===== src/rtl/period_meter_pkg.sv =====
// Shared constants and state encoding for period_meter and related timing blocks.
package period_meter_pkg;

  // Oscillator frequency shared with the clock prescaler.
  localparam int unsigned F_OSC_DEFAULT = 25175000;

  typedef logic [0:0] state_t;

  localparam state_t ARMED   = 1'b0;
  localparam state_t MEASURE = 1'b1;

endpackage


===== src/rtl/period_meter_sync_edge_detect.sv =====
// Two-flop synchronizer for an asynchronous input, plus a delayed copy of the
// synchronized level so that single-cycle rise/fall strobes can be formed.
module period_meter_sync_edge_detect (
  input  logic clkin,
  input  logic rst,
  input  logic din,
  output logic level,
  output logic rise,
  output logic fall
);

  logic s1, s2, s3;

  always_ff @(posedge clkin or posedge rst) begin
    if (rst) begin
      s1 <= 1'b0;
      s2 <= 1'b0;
      s3 <= 1'b0;
    end else begin
      s1 <= din;
      s2 <= s1;
      s3 <= s2;
    end
  end

  assign level = s2;
  assign rise  = s2 & ~s3;
  assign fall  = ~s2 & s3;

endmodule


===== src/rtl/period_meter.sv =====
// Measures period and high time of a slow asynchronous input in clkin cycles,
// flagging a sticky timeout when no rising edge arrives within TIMEOUT_CYCLES.
module period_meter
  import period_meter_pkg::*;
#(
  parameter int unsigned F_OSC          = F_OSC_DEFAULT,
  parameter int unsigned TIMEOUT_CYCLES = F_OSC
) (
  input  logic        clkin,
  input  logic        rst,
  input  logic        sigin,
  output logic [31:0] period,
  output logic [31:0] high_time,
  output logic        valid,
  output logic        timeout
);

  localparam logic [31:0] TMO = 32'(TIMEOUT_CYCLES);

  logic        level, rise, fall;
  logic        unused_level;
  logic [31:0] cnt, cnt_d;
  logic [31:0] hi_shadow;
  logic        fall_seen;
  state_t      state;

  period_meter_sync_edge_detect u_sync (
    .clkin (clkin),
    .rst   (rst),
    .din   (sigin),
    .level (level),
    .rise  (rise),
    .fall  (fall)
  );

  assign unused_level = level;

  // Saturates so a stuck input cannot wrap back into a plausible period.
  always_comb begin
    cnt_d = cnt;
    if (rise) begin
      cnt_d = 32'd1;
    end else if (cnt < TMO) begin
      cnt_d = cnt + 32'd1;
    end
  end

  always_ff @(posedge clkin or posedge rst) begin
    if (rst) begin
      state     <= ARMED;
      cnt       <= 32'd0;
      hi_shadow <= 32'd0;
      fall_seen <= 1'b0;
      period    <= 32'd0;
      high_time <= 32'd0;
      valid     <= 1'b0;
      timeout   <= 1'b0;
    end else begin
      cnt   <= cnt_d;
      valid <= 1'b0;
      case (state)
        ARMED: begin
          if (rise) begin
            fall_seen <= 1'b0;
            state     <= MEASURE;
          end
        end
        MEASURE: begin
          if (rise) begin
            // A rise on the timeout cycle still completes the measurement.
            period    <= cnt;
            high_time <= fall_seen ? hi_shadow : cnt;
            valid     <= 1'b1;
            timeout   <= 1'b0;
            fall_seen <= 1'b0;
          end else begin
            if (fall && !fall_seen) begin
              hi_shadow <= cnt;
              fall_seen <= 1'b1;
            end
            if (cnt == TMO) begin
              state     <= ARMED;
              timeout   <= 1'b1;
              period    <= 32'd0;
              high_time <= 32'd0;
            end
          end
        end
        default: state <= ARMED;
      endcase
    end
  end

endmodule

===== config.mk =====
export PLATFORM = sky130hd
export DESIGN_NAME = period_meter
export DESIGN_NICKNAME = d
export VERILOG_FILES = /design/src/rtl/period_meter_pkg.sv /design/src/rtl/period_meter_sync_edge_detect.sv /design/src/rtl/period_meter.sv
export SDC_FILE = /design/constraint.sdc
export NUM_CORES = 1
export LEC_CHECK = 0
export ABC_AREA = 0
export ABC_CLOCK_PERIOD_IN_PS = 13700
export CORE_ASPECT_RATIO = 2
export CORE_MARGIN = 2
export CORE_UTILIZATION = 40
export DETAILED_ROUTE_END_ITERATION = 16
export GPL_TIMING_DRIVEN = 0
export SLEW_MARGIN = 5
export SYNTH_ARGS = -nofsm -noshare
export SYNTH_HDL_FRONTEND = slang
export SYNTH_HIERARCHICAL = 1
export SYNTH_SLANG_ARGS = --single-unit
export TNS_END_PERCENT = 100

===== constraint.sdc =====
create_clock -name clkin -period 13.7 [get_ports clkin]
set_input_delay 2.74 -clock clkin [delete_from_list [all_inputs] [get_ports clkin]]
set_output_delay 2.74 -clock clkin [all_outputs]
set_load 0.03 [all_outputs]

# After elaboration in Yosys (flattened, before gate mapping)
# Cells that the tools add are included.
[word_totals]
word_cells = 46
ff_bits = 135
in_bits = 3
output_inout_bits = 66
[op_classes]
order_cmp = 1
n_reduce_logical = 7
eq_ne = 3
mux = 17
bitwise = 6
add_sub_neg = 1
[op_table]
columns = ["operator", "n"]
rows = [
  ["$mux W32", 6],
  ["$add A32 B1 Y32 const B", 1],
  ["$eq A32 B25 Y1 const B", 1],
  ["$lt A32 B25 Y1 const B", 1],
  ["$mux W1", 9],
  ["$not A1 Y1", 4],
  ["$pmux W1 S2", 2],
  ["$reduce_and A2 Y1", 2],
  ["$reduce_bool A2 Y1", 2],
  ["$ne A3 B2 Y1 const B", 1],
  ["$reduce_and A3 Y1", 1],
  ["$and A1 B1 Y1", 2],
  ["$ne A2 B2 Y1 const B", 1],
  ["$logic_and A1 B1 Y1", 1],
  ["$logic_not A1 Y1", 1],
]

# Logic depth before layout (Yosys ltp)
# Gate-level depths: netlist of run 1.
[logic_depth]
word_depth = 6
mapped_depth = 8
mapped_depth_nobuf = 6

# Cells and area by module
# Netlist of run 1, hierarchy kept.
[by_module_without_submodules]
columns = ["module", "instances", "seq_area_each_um2", "cells_per_inst", "area_each_um2"]
rows = [
  ["period_meter", 1, 3303.2, 461, 5649.2],
  ["period_meter_sync_edge_detect", 1, 75.1, 6, 93.8],
]

# Least setup slack after synthesis of run 1
# No wires, ideal clock.
[synth_path]
path_type = "register -> output"
startpoint = "register period[0]"
endpoint = "output period[0]"
t_arrival_ps = 482
path_stages_with_launch = 1
required_ps = 10960
slack_ps = 10478
path_buffers = 0
path_cell_list = "dfrtp_1"
[synth_rtl]
columns = ["element", "line", "source"]
rows = [
  ["start: declaration", "period_meter.sv:12", "output logic [31:0] period,"],
  ["start signal: assignment", "period_meter.sv:71", "period <= cnt;"],
]
# No word-level cell between the ends.

# Worst setup path after layout of run 1
[layout_path]
startpoint = "register period[14]"
endpoint = "output period[14]"
# No word-level cell between the ends.

==> impl_metrics.env, run 1 <==
export IMPL_max_stage_delay_ps=680
export IMPL_synthTopCellsByCount="135 x dfrtp_1, 33 x mux2_2, 32 x a22o_1, 32 x mux2i_1, 32 x o2bb2ai_1"
export IMPL_synthAdderAreaFrac_pct=0.436
export IMPL_ys_flop_type="dfrtp_1"
export IMPL_grt_pass1_vias=4243
export IMPL_routed_wl_mm=13.7
export IMPL_num_vias=4078
export IMPL_holdBufCountCts=0
export IMPL_cts_setup_buffers=0
export IMPL_clock_skew_final_ps=8.35
export IMPL_synth_seq_cells=135
export IMPL_finalHoldViolations=0
export IMPL_slew_headroom_pct=42.2
export IMPL_synth_area_um2=5740
export IMPL_die_x_um=88.7
export IMPL_cts_buffers=17
export IMPL_finalPower_uw=1060
export IMPL_cp_cell_sequence="clkdlybuf4s50_1"
export IMPL_synth_compound_area_share_pct=15.0
export IMPL_hpwlAfterDp_mm=9.06
export IMPL_final_max_slew_viol_count=0
export IMPL_critPathLaunchType="flip-flop"
export IMPL_clkSlewWorstSetupHoldPaths_ps=60
export IMPL_wl_per_cell_um=18.0
export IMPL_combPwrFrac_pct=11.1
export IMPL_finalSetupTns_ps=0
export IMPL_clock_root_buffer="clkbuf_16"
export IMPL_rows=62
export IMPL_grt_max_degree=72
export IMPL_synthArstFlopShare_pct=100
export IMPL_synth_top_family_by_area="compound AO/OA/AOI/OAI gates"
export IMPL_peakVddDrop_mv=0.0816
export IMPL_fillers=1213
export IMPL_min_path_type="flip-flop to flip-flop"
export IMPL_grt_total_usage_pct=19.1
export IMPL_die_h_um=173
export IMPL_crit_arrival_ps=1480
export IMPL_path_delay_family="buffers and inverters"
export IMPL_synth_distinct_cells=38
export IMPL_yosys_cell_count_top_type="dfrtp_1"
export IMPL_drive_gt1_share_pct=14.6
export IMPL_seqCellArea_um2=3380
export IMPL_overflow=0
export IMPL_vias_per_cell=5.37
export IMPL_antenna_found_initial=0
export IMPL_tightest_slew_ps=866
export IMPL_synth_edff_count=0
export IMPL_required_ps=10960
export IMPL_p_seq_share_pct=40.7
export IMPL_cts_sinks=135
export IMPL_cts_tree="built"
export IMPL_drt_initial_drc_count=235
export IMPL_htreeDepth=4
export IMPL_die_area_um2=15400
export IMPL_r2r_slack_ps=10900
export IMPL_pin_count=69
export IMPL_path_buf_inv=1
export IMPL_antenna_left=0
export IMPL_n_antenna_cell=0
export IMPL_place_gp_congestion=0.843
export IMPL_synth_fp_nets=472
export IMPL_status="complete, no violations"
export IMPL_post_cts_resized=0
export IMPL_drc=0
export IMPL_fin_nets=560
export IMPL_clock_latency_ps=410
export IMPL_cp_max_fo=2
export IMPL_area_growth_pct=28.2
export IMPL_leakagePower_uw=0.00323
export IMPL_port_buffers=68
export IMPL_cp_slowest_cell="clkdlybuf4s50_1"
export IMPL_grt_pass1_wl_mm=22.5
export IMPL_synth_seq_area_share_pct=58.8
export IMPL_drv_cap=0
export IMPL_avgSynthCellArea_um2=12.3
export IMPL_core_area_um2=14200
export IMPL_multi_input_area_um2=2140
export IMPL_setup_violations=0
export IMPL_path_class="flip-flop to output pin"
export IMPL_p_clk_share_pct=48.2
export IMPL_period_share_pct=30.8
export IMPL_muxShareOfSynthArea_pct=12.0
export IMPL_drtPass1Iterations=4
export IMPL_synthSimpleGateAreaFrac_pct=9.78
export IMPL_synth_area_leaders="dfrtp_1 59%, mux2_2 6.5%, mux2i_1 5.6%"
export IMPL_intPower_uw=793
export IMPL_start_util_pct=40.5
export IMPL_endpoint_kind="output pin"
export IMPL_synth_top_area_share_pct=58.8
export IMPL_swShare_pct=25.5
export IMPL_powerDensity_nw_per_um2=145
export IMPL_ys_warn_count=6
export IMPL_cts_buffer_depth=2
export IMPL_synth_largest_area_cell="dfrtp_1"
export IMPL_p_sw_uw=271
export IMPL_syn_inst=467
export IMPL_timing_fmax_ghz=0.237
export IMPL_grt_setup_unrepaired="false"
export IMPL_synthXorXnorAreaFrac_pct=0
export IMPL_finalCriticalPeriod_ps=4220
-- metal layers --
layer / wire length (um) / GRT usage, % / vias to the layer above
met4: 243 / 6.76 / 0
met1: 6200 / 26.6 / 2040
met5: 0 / 0 / -
met3: 502 / 4.24 / 18
met2: 6770 / 29.2 / 98
li1: - / - / 1922
-- path summary, 6_finish.rpt --
check,from,to,cells after the start
setup / recovery,period[14]$_DFFE_PP0P_,period[14],1
hold / removal,u_sync/s1$_DFF_PP0_,u_sync/level$_DFF_PP0_,0
setup reg to reg,cnt[14]$_DFFE_PP0P_,period[15]$_DFFE_PP0P_,7
hold reg to reg,u_sync/s1$_DFF_PP0_,u_sync/level$_DFF_PP0_,0
max in group asynchronous,rst,high_time[11]$_DFFE_PP0P_,3
min in group asynchronous,rst,u_sync/s3$_DFF_PP0_,2
-- cells by family (layout without fill, tap and decap cells) --
family,Yosys count,in the layout
AND/OR/NAND/NOR,96,96
adder cells (fa/ha/maj),2,2
buffers and inverters,51,152
flip-flops,135,135
multiplexers,65,65
AO/OA/AOI/OAI,118,118
-- worst register-to-register path: stages (launching register included) --
cell and delay (ps):
dfrtp_1 360, clkbuf_1 210, or3b_2 520, or4_1 450
nor4_2 350, o21ai_2 300, buf_2 290, a22o_1 200
-- cell type report --
type,count,share of cell area (%)
sequential,135,45.9
timing repair buffer,69,9.62
tap,192,3.26
clock buffer,17,5.78
buffer,42,2.58
inverter,9,0.527
clock inverter,15,3.25
multi-input combinational,281,29.1
-- sequential cells by signal, indices dropped and copies added (netlist names) --
| name | flops |
|---|---|
| cnt | 32 |
| fall_seen | 1 |
| hi_shadow | 32 |
| high_time | 32 |
| period | 32 |
| state | 1 |
| timeout | 1 |
| u_sync/level | 1 |
| u_sync/s1 | 1 |
| u_sync/s3 | 1 |
| valid | 1 |
-- layout by cell type, fill, tap and decap left out, types with 2 or more instances in the layout --
cell type        Yosys  layout
dfrtp_1            135     135
clkdlybuf4s50_1      0      68
mux2_2              33      33
a22o_1              32      32
mux2i_1             32      32
o2bb2ai_1           32      32
clkbuf_1            31      31
a21oi_1             26      26
o21ai_0             17      17
clkbuf_16            0      17
or3_1               16      16
nand2_1             14      14
nand4_1             11      11
nand3_1             11      11
nor2b_1             10      10
buf_2                8       8
inv_1                8       7
or4_1                6       6
nor4_1               5       5
nor3_1               5       5
nor2_1               5       5
and3_1               5       5
o31ai_1              5       5
inv_6                0       5
bufinv_16            0       5
buf_6                3       3
clkinv_4             0       3
ha_1                 2       2
inv_8                0       2
-- power groups by stage --
stage / registers [uW] / logic, uW / clock network, uW
floorplan: 455 / 60.6 / 0
global placement: 439 / 117 / 0
detailed placement: 439 / 120 / 0
CTS: 432 / 121 / 521
global route: 435 / 129 / 539
finish: 433 / 119 / 513
-- metrics by stage --
step / utilization (%) / setup slack (ps) / instances / hold slack (ps) / area, um2
2_1_floorplan: - / 7430 / 467 / 331 / 5740
3_3_place_gp: 46.9 / 5450 / 727 / 344 / 6660
3_5_place_dp: 47.2 / 9680 / 728 / 340 / 6700
4_1_cts: 51.9 / 9470 / 760 / 364 / 7360
5_1_grt: 51.9 / 9450 / 760 / 366 / 7360
6_report: 51.9 / 9480 / 760 / 357 / 7360
(Power assumes the default switching activity.)
==> run 2: changes to the inputs <==
- ABC_CLOCK_PERIOD_IN_PS: 13700 -> 4400
- clock period: 13.7 -> 4.4 ns (I/O delays scaled with it)
==> run 2 against run 1 <==
Against the previous run: global-route usage down 0.34 points; sequential cell count unchanged; worst hold slack better by 7.8 ps.
==> impl_metrics.env, run 2 (synthesis results as in run 1) <==
export IMPL_status="complete, no violations"
export IMPL_grt_pass1_wl_mm=22.3
export IMPL_setup_violations=0
export IMPL_endpoint_kind="flip-flop"
export IMPL_wl_per_cell_um=17.8
export IMPL_rows=62
export IMPL_combPwrFrac_pct=11.6
export IMPL_reg2regPathDepth=7
export IMPL_cts_tree="built"
export IMPL_die_h_um=173
export IMPL_holdBufCountCts=0
export IMPL_overflow=0
export IMPL_finalSetupTns_ps=0
export IMPL_finalCriticalPeriod_ps=2760
export IMPL_n_antenna_cell=0
export IMPL_p_sw_uw=813
export IMPL_hpwlAfterDp_mm=9.31
export IMPL_grt_total_usage_pct=18.8
export IMPL_powerDensity_nw_per_um2=434
export IMPL_die_area_um2=15400
export IMPL_place_gp_congestion=0.837
export IMPL_fillers=1249
export IMPL_pin_count=69
export IMPL_drive_gt1_share_pct=14.9
export IMPL_final_common_cell="dfrtp_1"
export IMPL_cts_setup_buffers=0
export IMPL_peakVddDrop_mv=0.269
export IMPL_slew_headroom_pct=43.5
export IMPL_leakagePower_uw=0.00321
export IMPL_dp_slack_ps=1670
export IMPL_clkSlewWorstSetupHoldPaths_ps=60
export IMPL_final_max_slew_viol_count=0
export IMPL_fin_util_pct=51.8
export IMPL_intPower_uw=2380
export IMPL_grt_pass1_vias=4239
export IMPL_start_util_pct=40.5
export IMPL_setup_ws_ps=1640
export IMPL_grt_setup_unrepaired="false"
export IMPL_min_path_type="flip-flop to flip-flop"
export IMPL_crit_arrival_ps=3050
export IMPL_tightest_slew_ps=848
export IMPL_p_clk_share_pct=46.1
export IMPL_required_ps=4700
export IMPL_p_seq_share_pct=42.3
export IMPL_num_vias=4063
export IMPL_final_cell_mix="135 x dfrtp_1, 68 x clkdlybuf4s50_1, 33 x mux2_2"
export IMPL_drc=0
export IMPL_multi_input_area_um2=2140
export IMPL_holdPathStages=0
export IMPL_path_class="flip-flop to flip-flop"
export IMPL_grt_max_degree=40
export IMPL_drv_cap=0
export IMPL_fin_nets=562
export IMPL_busiest_layer="met2"
export IMPL_clock_root_buffer="clkbuf_16"
export IMPL_area_growth_pct=28.0
export IMPL_antenna_left=0
export IMPL_timing_fmax_ghz=0.363
export IMPL_port_buffers=68
export IMPL_cts_buffers=17
export IMPL_core_area_um2=14200
export IMPL_critPathLaunchType="flip-flop"
export IMPL_htreeDepth=4
export IMPL_cts_sinks=135
export IMPL_swShare_pct=25.5
export IMPL_use_met3_pct=4.24
export IMPL_grtUsageMet1_pct=25.6
export IMPL_period_share_pct=62.6
export IMPL_drt_initial_drc_count=332
export IMPL_clock_skew_final_ps=7.84
export IMPL_die_x_um=88.7
export IMPL_cp_max_fo=10
export IMPL_finalHoldViolations=0
export IMPL_post_cts_resized=0
export IMPL_grt_use_met2_pct=29.5
export IMPL_routed_wl_mm=13.5
export IMPL_seqCellArea_um2=3380
export IMPL_vias_per_cell=5.33
export IMPL_antenna_found_initial=0
export IMPL_clock_latency_ps=420
export IMPL_drtPass1Iterations=4
export IMPL_cts_buffer_depth=2
run 2: cell count changes in the layout (fill, tap and decap cells not counted), sizes merged:
cell and delta:
bufinv -2, clkbuf +2, clkinvlp +5, buf +2
inv -5
run 2: cell type report:
cell class / count / share of cell area, %
Sequential cell: 135 / 46.0
Multi-Input combinational cell: 281 / 29.1
Timing Repair Buffer: 71 / 10.1
Clock buffer: 19 / 6.16
Tap cell: 192 / 3.27
Buffer: 42 / 2.59
Clock inverter: 13 / 2.30
Inverter: 9 / 0.511
run 2: metal layers:
layer / routed length [um] / up-vias
met1: 6090 / 2027
met2: 6730 / 95
met3: 487 / 16
li1: - / 1925
met4: 219 / 0
met5: 0 / -
run 2: worst max-delay path: stages (launching register included):
cell,delay [ps]
dfrtp_1,350
clkbuf_1,210
or3b_2,530
or4_1,450
nor4_2,330
o21ai_2,280
buf_2,280
a22o_1,200
run 2: worst paths after layout:
| kind | start | endpoint | slack, ps |
|---|---|---|---|
| worst max-delay path | cnt[14]$_DFFE_PP0P_ | period[16]$_DFFE_PP0P_ | 1640 |
| worst max register to register | cnt[14]$_DFFE_PP0P_ | period[16]$_DFFE_PP0P_ | 1640 |
| min in group asynchronous | rst | u_sync/s1$_DFF_PP0_ | 710 |
| max in group asynchronous | rst | cnt[8]$_DFFE_PP0P_ | 2910 |
| worst min register to register | u_sync/s1$_DFF_PP0_ | u_sync/level$_DFF_PP0_ | 370 |
| worst min-delay path | u_sync/s1$_DFF_PP0_ | u_sync/level$_DFF_PP0_ | 370 |
run 2: through the flow:
stage          hold WS (ps)  total power (uW)  cell area (um2)  std cells
2_1_floorplan           331              1610             5750        467
3_3_place_gp            346              1730             6670        727
3_5_place_dp            342              1750             6730        730
4_1_cts                 371              3230             7350        762
5_1_grt                 387              3320             7350        762
6_report                365              3190             7350        762
run 2: power groups by stage:
| stage | Clock [uW] | Sequential, uW | Combinational [uW] |
|---|---|---|---|
| after floorplan | 0 | 1420 | 189 |
| after global placement | 0 | 1370 | 364 |
| after detailed placement | 0 | 1370 | 377 |
| after CTS | 1500 | 1350 | 377 |
| after global routing | 1560 | 1350 | 407 |
| final | 1470 | 1350 | 371 |
